--- src/rtl/edge_pkg.sv ---
// Shared types and helpers for the edge-map capture block.
package edge_pkg;

    typedef enum logic [1:0] {
        IDLE    = 2'd0,
        ARMED   = 2'd1,
        CAPTURE = 2'd2,
        DONE    = 2'd3
    } cap_state_t;

    localparam int PACK_W = 8;

    function automatic int bytes_per_row(input int h);
        return (h + PACK_W - 1) / PACK_W;
    endfunction

endpackage

--- src/rtl/edge_capture_packer.sv ---
// Packs a serial 1-bit pixel stream LSB-first into bytes; a flush closes a
// partial byte early, leaving its unused high bits at zero.
module edge_bit_packer
    import edge_pkg::*;
(
    input  logic              clk,
    input  logic              rstn,
    input  logic              i_bit,
    input  logic              i_valid,
    input  logic              i_flush,
    output logic [PACK_W-1:0] o_byte,
    output logic              o_byte_valid
);

    localparam int FILL_W = $clog2(PACK_W);

    logic [PACK_W-1:0] sr_q, sr_d, sr_next;
    logic [FILL_W-1:0] fill_q, fill_d;
    logic [PACK_W-1:0] byte_q, byte_d;
    logic              byte_valid_q, byte_valid_d;
    logic              close;

    always_comb begin
        sr_d         = sr_q;
        fill_d       = fill_q;
        byte_d       = byte_q;
        byte_valid_d = 1'b0;
        sr_next      = sr_q | (PACK_W'(i_valid & i_bit) << fill_q);
        close        = i_flush | (i_valid & (fill_q == FILL_W'(PACK_W - 1)));
        // The register is cleared after every byte, so padding is implicit.
        if (close && (i_valid || fill_q != '0)) begin
            byte_d       = sr_next;
            byte_valid_d = 1'b1;
            sr_d         = '0;
            fill_d       = '0;
        end else if (i_valid) begin
            sr_d   = sr_next;
            fill_d = fill_q + FILL_W'(1);
        end
    end

    always_ff @(posedge clk or negedge rstn) begin
        if (!rstn) begin
            sr_q         <= '0;
            fill_q       <= '0;
            byte_q       <= '0;
            byte_valid_q <= 1'b0;
        end else begin
            sr_q         <= sr_d;
            fill_q       <= fill_d;
            byte_q       <= byte_d;
            byte_valid_q <= byte_valid_d;
        end
    end

    assign o_byte       = byte_q;
    assign o_byte_valid = byte_valid_q;

endmodule

--- src/rtl/edge_capture.sv ---
// Binarizes the Sobel magnitude stream for preview and captures one frame,
// packed 1 bit per pixel, into the plotter bitmap RAM.
//   state   | meaning
//   IDLE    | no capture pending
//   ARMED   | request accepted, waiting for vsync rise
//   CAPTURE | packing pixels of the current frame
//   DONE    | capture finished, frame-done pulse follows
module edge_capture
    import edge_pkg::*;
#(
    parameter int WIDTH  = 8,
    parameter int H_RES  = 172,
    parameter int V_RES  = 240,
    parameter int ADDR_W = $clog2(V_RES * ((H_RES + 7) / 8))
) (
    input  logic                               clk,
    input  logic                               rstn,
    input  logic                               i_vsync,
    input  logic                               i_hsync,
    input  logic                               i_de,
    input  logic [WIDTH-1:0]                   i_data,
    input  logic [WIDTH-1:0]                   i_threshold,
    input  logic                               i_capture,
    output logic                               o_vsync,
    output logic                               o_hsync,
    output logic                               o_de,
    output logic [WIDTH-1:0]                   o_data,
    output logic                               o_wr_en,
    output logic [ADDR_W-1:0]                  o_wr_addr,
    output logic [PACK_W-1:0]                  o_wr_data,
    output logic                               o_busy,
    output logic                               o_frame_done,
    output logic                               o_frame_err,
    output logic [$clog2(H_RES*V_RES+1)-1:0]   o_edge_count
);

    localparam int CNT_W = $clog2(H_RES * V_RES + 1);
    localparam int COL_W = $clog2(H_RES);
    localparam int ROW_W = $clog2(V_RES);

    cap_state_t       state_q, state_d;
    logic             vsync_q, hsync_q, de_q;
    logic [WIDTH-1:0] data_q, data_d;
    logic [WIDTH-1:0] thr_lat_q, thr_lat_d;
    logic [COL_W-1:0] col_q, col_d;
    logic [ROW_W-1:0] row_q, row_d;
    logic [ADDR_W-1:0] addr_q, addr_d;
    logic [CNT_W-1:0] cnt_q, cnt_d;
    logic             err_q, err_d;
    logic             done_q, done_d;

    logic             vs_rise, cap_bit, de_cap, last_col, last_row, short_frame;
    logic             pk_flush, pk_valid;
    logic [PACK_W-1:0] pk_byte;

    always_comb begin
        vs_rise     = i_vsync & ~vsync_q;
        cap_bit     = (i_data >= thr_lat_q);
        // A pixel coincident with the next frame's vsync rise belongs to that frame.
        de_cap      = (state_q == CAPTURE) & i_de & ~vs_rise;
        last_col    = (col_q == COL_W'(H_RES - 1));
        last_row    = (row_q == ROW_W'(V_RES - 1));
        short_frame = (state_q == CAPTURE) & vs_rise;
        pk_flush    = (de_cap & last_col) | short_frame;
        data_d      = (i_data >= i_threshold) ? '1 : '0;
        done_d      = (state_q == DONE);
    end

    always_comb begin
        state_d   = state_q;
        thr_lat_d = thr_lat_q;
        col_d     = col_q;
        row_d     = row_q;
        addr_d    = addr_q;
        cnt_d     = cnt_q;
        err_d     = err_q;
        if (pk_valid) begin
            addr_d = addr_q + ADDR_W'(1);
        end
        case (state_q)
            IDLE: begin
                if (i_capture) begin
                    state_d = ARMED;
                    err_d   = 1'b0;
                end
            end
            ARMED: begin
                if (vs_rise) begin
                    state_d   = CAPTURE;
                    thr_lat_d = i_threshold;
                    col_d     = '0;
                    row_d     = '0;
                    addr_d    = '0;
                    cnt_d     = '0;
                end
            end
            CAPTURE: begin
                if (short_frame) begin
                    err_d   = 1'b1;
                    state_d = DONE;
                end else if (de_cap) begin
                    cnt_d = cnt_q + CNT_W'(cap_bit);
                    if (last_col) begin
                        col_d = '0;
                        if (last_row) begin
                            state_d = DONE;
                        end else begin
                            row_d = row_q + ROW_W'(1);
                        end
                    end else begin
                        col_d = col_q + COL_W'(1);
                    end
                end
            end
            DONE:    state_d = IDLE;
            default: state_d = IDLE;
        endcase
    end

    always_ff @(posedge clk or negedge rstn) begin
        if (!rstn) begin
            state_q   <= IDLE;
            vsync_q   <= 1'b0;
            hsync_q   <= 1'b0;
            de_q      <= 1'b0;
            data_q    <= '0;
            thr_lat_q <= '0;
            col_q     <= '0;
            row_q     <= '0;
            addr_q    <= '0;
            cnt_q     <= '0;
            err_q     <= 1'b0;
            done_q    <= 1'b0;
        end else begin
            state_q   <= state_d;
            vsync_q   <= i_vsync;
            hsync_q   <= i_hsync;
            de_q      <= i_de;
            data_q    <= data_d;
            thr_lat_q <= thr_lat_d;
            col_q     <= col_d;
            row_q     <= row_d;
            addr_q    <= addr_d;
            cnt_q     <= cnt_d;
            err_q     <= err_d;
            done_q    <= done_d;
        end
    end

    edge_bit_packer u_packer (
        .clk          (clk),
        .rstn         (rstn),
        .i_bit        (cap_bit),
        .i_valid      (de_cap),
        .i_flush      (pk_flush),
        .o_byte       (pk_byte),
        .o_byte_valid (pk_valid)
    );

    assign o_vsync      = vsync_q;
    assign o_hsync      = hsync_q;
    assign o_de         = de_q;
    assign o_data       = data_q;
    assign o_wr_en      = pk_valid;
    assign o_wr_addr    = addr_q;
    assign o_wr_data    = pk_byte;
    assign o_busy       = (state_q == ARMED) || (state_q == CAPTURE);
    assign o_frame_done = done_q;
    assign o_frame_err  = err_q;
    assign o_edge_count = cnt_q;

endmodule

--- config.mk ---
export PLATFORM = sky130hd
export DESIGN_NAME = edge_capture
export DESIGN_NICKNAME = d
export VERILOG_FILES = /design/src/rtl/edge_pkg.sv /design/src/rtl/edge_capture_packer.sv /design/src/rtl/edge_capture.sv
export SDC_FILE = /design/constraint.sdc
export NUM_CORES = 1
export LEC_CHECK = 0
export CORE_MARGIN = 3
export CORE_UTILIZATION = 49
export CTS_BUF_LIST = sky130_fd_sc_hd__clkbuf_8
export DETAILED_ROUTE_END_ITERATION = 7
export HOLD_SLACK_MARGIN = 0.15
export MAX_ROUTING_LAYER = met4
export PLACE_DENSITY_LB_ADDON = 0.1
export SYNTH_ARGS = -nofsm -noshare
export SYNTH_HDL_FRONTEND = slang
export SYNTH_HIERARCHICAL = 1
export SYNTH_SLANG_ARGS = --single-unit
--- constraint.sdc ---
create_clock -name clk -period 2.6 [get_ports clk]
set_clock_uncertainty 0.15 [all_clocks]
set_input_delay 0.26 -clock clk [delete_from_list [all_inputs] [get_ports clk]]
set_output_delay 0.26 -clock clk [all_outputs]
set_load 0.05 [all_outputs]
Yosys cells after proc, flatten, opt, wreduce, memory -nomap -nowiden
Cells that the tools add are included.

Output and inout bits: 52. Bits of input ports: 22. Word-level logic and storage cells: 98. Flip-flop bits (word level): 88.

Bitwise gates (word level): 12. Multiplexer cells: 33. Magnitude comparators: 2. Reduce and logical (&&, ||, !) cells: 13. Shift operators: 1. Add/subtract/negate cells: 5. Equal/unequal tests: 16.

Operators with widths (count): two-way mux 8 bit (11); two-way mux 16 bit (3); two-way mux 13 bit (3); one-hot mux 16 bit (2 select lines) (1); one-hot mux 8 bit (2 select lines) (2); adder 16 x 1 -> 16 bit (1); adder 8 x 1 -> 8 bit, second input constant (2); equality test 8 bit, second input constant (2); greater-or-equal comparator 8 bit (2); adder 13 x 1 -> 13 bit, second input constant (1); two-way mux 2 bit (6); inequality test 2 bit, second input constant (6); OR 8 bit (1); one-hot mux 2 bit (4 select lines) (1); << shifter 8 x 3 -> 8 bit (1); bitwise AND 1 bit (7); two-way mux 3 bit (2); inequality test 3 bit, second input constant (2); AND reduction 6 bit (1); nonzero test 2 bit (3); AND reduction 5 bit (1); equality test 2 bit, second input constant (2); AND reduction 4 bit (1); adder 3 x 1 -> 3 bit, second input constant (1); other kinds (14) (19).

Depth between registers and ports, before layout
Depth in word-level cells: 9. Mapped depth: 12. Depth with buffers taken out: 12.

Hierarchy
The synthesis kept the hierarchy.

Modules (own cells, without submodules): edge_capture (seq. area each 1526.5 µm², area each 3464.6 µm², cells each 354, instances 1); edge_bit_packer (seq. area each 500.5 µm², area each 898.4 µm², cells each 79, instances 1).

Least setup slack after synthesis
OpenSTA, ideal clock, no wires.

Kind: reg2reg. Start point: register thr_lat_q[0]. End point: register cnt_q[9] (netlist: o_edge_count[9]). Path buffers: 0. Setup slack: 0.255 ns. Period minus slack after synthesis: 2.345 ns. Stages on the path, launching flop included: 12. Arrival time: 2.063 ns. Path through: dfrtp_1 ha_1 nand2b_1 a21oi_1 nor2b_1 o21ai_0 a31oi_1 ha_1 nand2_1 nor4b_1 xnor2_1 nor2_1.

Cells in the longest elaborated chain, start to end: 5.

RTL lines: start: declaration (RTL line edge_capture.sv:44) `logic [WIDTH-1:0] thr_lat_q, thr_lat_d;`; start signal: assignment (RTL line edge_capture.sv:140) `thr_lat_q <= thr_lat_d;`; greater-or-equal comparator 8 bit (RTL line edge_capture.sv:58) `cap_bit = (i_data >= thr_lat_q);`; named net cap_bit (RTL line edge_capture.sv:52) `logic vs_rise, cap_bit, de_cap, last_col, last_row, short_frame;`; adder 16 x 1 -> 16 bit (RTL line edge_capture.sv:102) `cnt_d = cnt_q + CNT_W'(cap_bit);`; two-way mux 16 bit (RTL line edge_capture.sv:101) `end else if (de_cap) begin`; two-way mux 16 bit (RTL line edge_capture.sv:98) `if (short_frame) begin`; one-hot mux 16 bit (2 select lines) (RTL line edge_capture.sv:80) `case (state_q)`; end signal: assignment (RTL line edge_capture.sv:144) `cnt_q <= cnt_d;`; end: declaration (RTL line edge_capture.sv:48) `logic [CNT_W-1:0] cnt_q, cnt_d;`.

The timed path passes the listed nets, and every way through them passes these cells. The select of a mux whose other input is x is not followed. A chain may end at the register's enable or synchronous reset.

Final worst setup path
Start point: input i_data[0]. End point: register cnt_q[14] (netlist: o_edge_count[14]).

Cells in the longest elaborated chain, start to end: 5.

RTL lines: start: declaration (RTL line edge_capture.sv:21) `input logic [WIDTH-1:0] i_data,`; greater-or-equal comparator 8 bit (RTL line edge_capture.sv:58); named net cap_bit (RTL line edge_capture.sv:52); adder 16 x 1 -> 16 bit (RTL line edge_capture.sv:102); two-way mux 16 bit (RTL line edge_capture.sv:101); two-way mux 16 bit (RTL line edge_capture.sv:98); one-hot mux 16 bit (2 select lines) (RTL line edge_capture.sv:80).

The timed path passes the listed nets, and every way through them passes these cells. The select of a mux whose other input is x is not followed.

==> results.json <==
{
  "utilization": 0.6581,
  "finalWirelength_um": 9076,
  "min-delay-path-class": "input pin to register",
  "floorplan.die_area_um2": 10070,
  "detail_route.iter0.violations": 114,
  "p_sw_frac": 0.4235,
  "timing.hold.worst.start": "i_hsync",
  "synth_edf_count": 0,
  "syn_inst": 433,
  "p_leak_nw": 2.408,
  "run_status": "finished, final reports clean",
  "netlist-cell-type-count": 54,
  "clk_transition_reported_paths_ns": 0.09,
  "count_of_cells_along_the_worst_hold_path": 1,
  "total_switching_power_w": 0.002167,
  "worst-setup-path-type": "input pin to register",
  "placed_instance_area_um2": 5249,
  "die_h_um": 100.4,
  "achievable-frequency_ghz": 0.4047,
  "nets": 569,
  "startpoint_type": "input pin",
  "grt_setup_unrepaired": "yes",
  "clock-root-buffer": "clkbuf_8",
  "post-route-cell-area_um2": 5543,
  "synth.net_count": 484,
  "gp_routability_congestion": 0.8265,
  "vdd.ir_drop.worst_v": 0.0005207,
  "terminus_of_the_critical_flop_to_flop_path": "o_edge_count[13]",
  "buffer_ports.inserted": 73,
  "initial_core_utilization": 0.5180,
  "holdPathEnd": "o_hsync",
  "number_of_vias_in_the_routed_layout": 3319,
  "critPathRequiredTime_ns": 2.72,
  "grt_pass1_vias": 3309,
  "timing.final.crit_share": 0.9504,
  "global_route_wire_length_before_repair_um": 15530,
  "critical_path.endpoint_type": "register",
  "yosys_most_used_dff": "dfrtp_1",
  "cts_buffers": 9,
  "overflow_after_grt": 0,
  "syn-mean-instance-area_um2": 10.08,
  "worst_r2r_path_depth": 11,
  "timing.critical_path.fanout_max": 4,
  "clock_tree.buffer_depth": 2,
  "power.density_cell_area_nw_per_um2": 923.3,
  "critical_path_arrival_ns": 2.60,
  "ys_seq_area_frac": 0.4646,
  "dp_hpwl_um": 6396,
  "clock_network_latency_to_the_later_pin_of_the_worst_skew_pair_ns": 0.35,
  "grtUsageTotal": 0.1972,
  "yosysWarnings": 6,
  "relative_slew_slack": 0.6213,
  "floorplan.io_pins": 74,
  "area_delta_synth_final_pct": 27.04,
  "mappedNetlistArea_um2": 4363,
  "floorplan.rows": 33,
  "fin_crit_ns": 2.471,
  "post-route-drc-count": 0,
  "fraction_of_registers_with_async_set_or_reset_after_synthesis": 1.000,
  "drt-vias-per-instance": 5.285,
  "drive_gt1_frac": 0.1243,
  "worst_setup_path_startpoint": "i_data[0]",
  "slew_violations": 0,
  "largest_net_degree_at_the_start_of_global_routing": 47,
  "holdWs_ns": 0.2026,
  "initial_antenna_violation_count": 0,
  "timing.max_cap.violations": 0,
  "final-setup-viol-count": 0,
  "pwr-share-clk": 0.193,
  "postSynthRegisterBits": 81,
  "tritoncts_num_sinks": 81,
  "r2r_start": "thr_lat_q[5]",
  "power.share.combinational": 0.450,
  "number_of_antenna_diodes": 0,
  "die_x_um": 100.4,
  "first_pass_drt_iterations": 4,
  "drtAntennaViolNets": 0,
  "worst_slew_pin_slew_ns": 0.5537,
  "tritoncts_clock_tree": "built",
  "htree_num_levels": 3,
  "power.internal_w": 0.002950,
  "final-hold-violation-count": 0,
  "pwr-share-seq": 0.358,
  "core_area_um2": 8423,
  "regToRegSetupSlack_ns": 0.13,
  "wl_per_cell_um": 14.45
}
registers in the layout (all words and copies together) (netlist names), 2 cells and up:
name / flops
o_edge_count: 16
o_wr_addr: 13
col_q: 8
row_q: 8
thr_lat_q: 8
u_packer/o_byte: 8
u_packer/sr_q: 8
u_packer/fill_q: 3
state_q: 2
per-layer routing:
layer | global-route usage | vias up | routed length, um
met2 | 0.2971 | 77 | 4251
met5 | - | - | 0
met4 | 0.07565 | 0 | 71
li1 | - | 1638 | -
met1 | 0.2660 | 1598 | 4348
met3 | 0.03544 | 6 | 404
placed cells by master, fill, tap and decap left out, types with 5 or more instances in the layout:
master and n:
dfrtp_1 81, clkdlybuf4s50_1 72, nor2_1 47, inv_1 39, nand2_1 31, ha_1 27, o21ai_0 25, xnor2_1 20
buf_4 19, a21oi_1 15, nand3_1 10, xor2_1 10, mux2i_1 10, nand4_1 9, clkbuf_8 9, nor2b_1 8
nor3_1 7, and3_1 7, nand2b_1 6, nor4_2 6, a31oi_1 5
logic make-up after synthesis:
family          after synthesis  share of synthesized area
compound gates               67                    0.09808
xor+xnor                     30                    0.06022
fa+ha+maj                    29                    0.08317
buf+inv                      57                    0.06481
flops                        81                     0.4646
mux                          12                    0.02810
simple gates                157                     0.2010
worst max path at each step:
stage	to	slack [ns]	depth (start not counted)
after floorplan	o_edge_count[9]	0.26	11
after global placement	o_edge_count[13]	-0.41	13
after detailed placement	o_edge_count[13]	-0.49	13
after CTS	o_edge_count[13]	-0.02	13
after global routing	o_edge_count[4]	-0.03	12
final	o_edge_count[14]	0.13	13
power groups by stage:
stage                     registers [W]  logic [W]  clock network, W
final                           0.00183    0.00230          0.000987
after CTS                       0.00183    0.00224           0.00102
after global routing            0.00188    0.00251           0.00107
after floorplan                 0.00237    0.00101                 0
after detailed placement        0.00185    0.00221                 0
after global placement          0.00183    0.00218                 0
synthesized netlist by cell type, drive strengths merged (8+ instances only):
cell   count  share of area
a21oi     16          0.018
buf       14          0.028
dfrtp     81           0.46
ha        29          0.083
inv       37          0.032
mux2i     10          0.023
nand2     31          0.027
nand3     11          0.015
nand4     10          0.016
nor2      49          0.043
nor2b      8          0.011
nor3       8          0.010
o21ai     29          0.035
xnor2     20          0.040
xor2      10          0.020
critical path: stages:
cell and delay (ns):
clkdlybuf4s50_1 0.45, inv_1 0.05, ha_1 0.26, nand2b_1 0.09, a21oi_1 0.06, nor2b_1 0.13, o21ai_2 0.08, a31oi_4 0.20
ha_2 0.20, nand2_1 0.10, buf_4 0.17, or4_1 0.41, a21oi_2 0.12
layout make-up:
| type | count | area (um2) |
|---|---|---|
| multi-input combinational | 295 | 2121 |
| timing repair buffer | 94 | 913.4 |
| tap | 105 | 131.4 |
| sequential | 81 | 2027 |
| clock buffer | 9 | 123.9 |
| fill | 716 | 2880 |
| inverter | 37 | 138.9 |
| clock inverter | 7 | 87.58 |
what timing repair did:
| item | CTS | global route |
|---|---|---|
| endpoints found under the hold margin | 50 | 0 |
| endpoints found under the setup margin | 4 | 16 |
| resized for setup | 2 | 12 |
| buffers inserted | 0 | 1 |
| pin swaps | 0 | 6 |
| hold buffers | 1 | 0 |
through the flow:
stage / cells / setup slack, ns / setup TNS, ns / power [W]
detailed placement: 610 / -0.4915 / -7.261 / 0.004067
global route: 628 / -0.03194 / -0.1312 / 0.005454
finish: 628 / 0.1289 / 0 / 0.005118
global placement: 610 / -0.4126 / -6.761 / 0.004012
floorplan: 433 / 0.2553 / 0 / 0.003379
CTS: 627 / -0.01649 / -0.02378 / 0.005088
(Power assumes the default switching activity.)
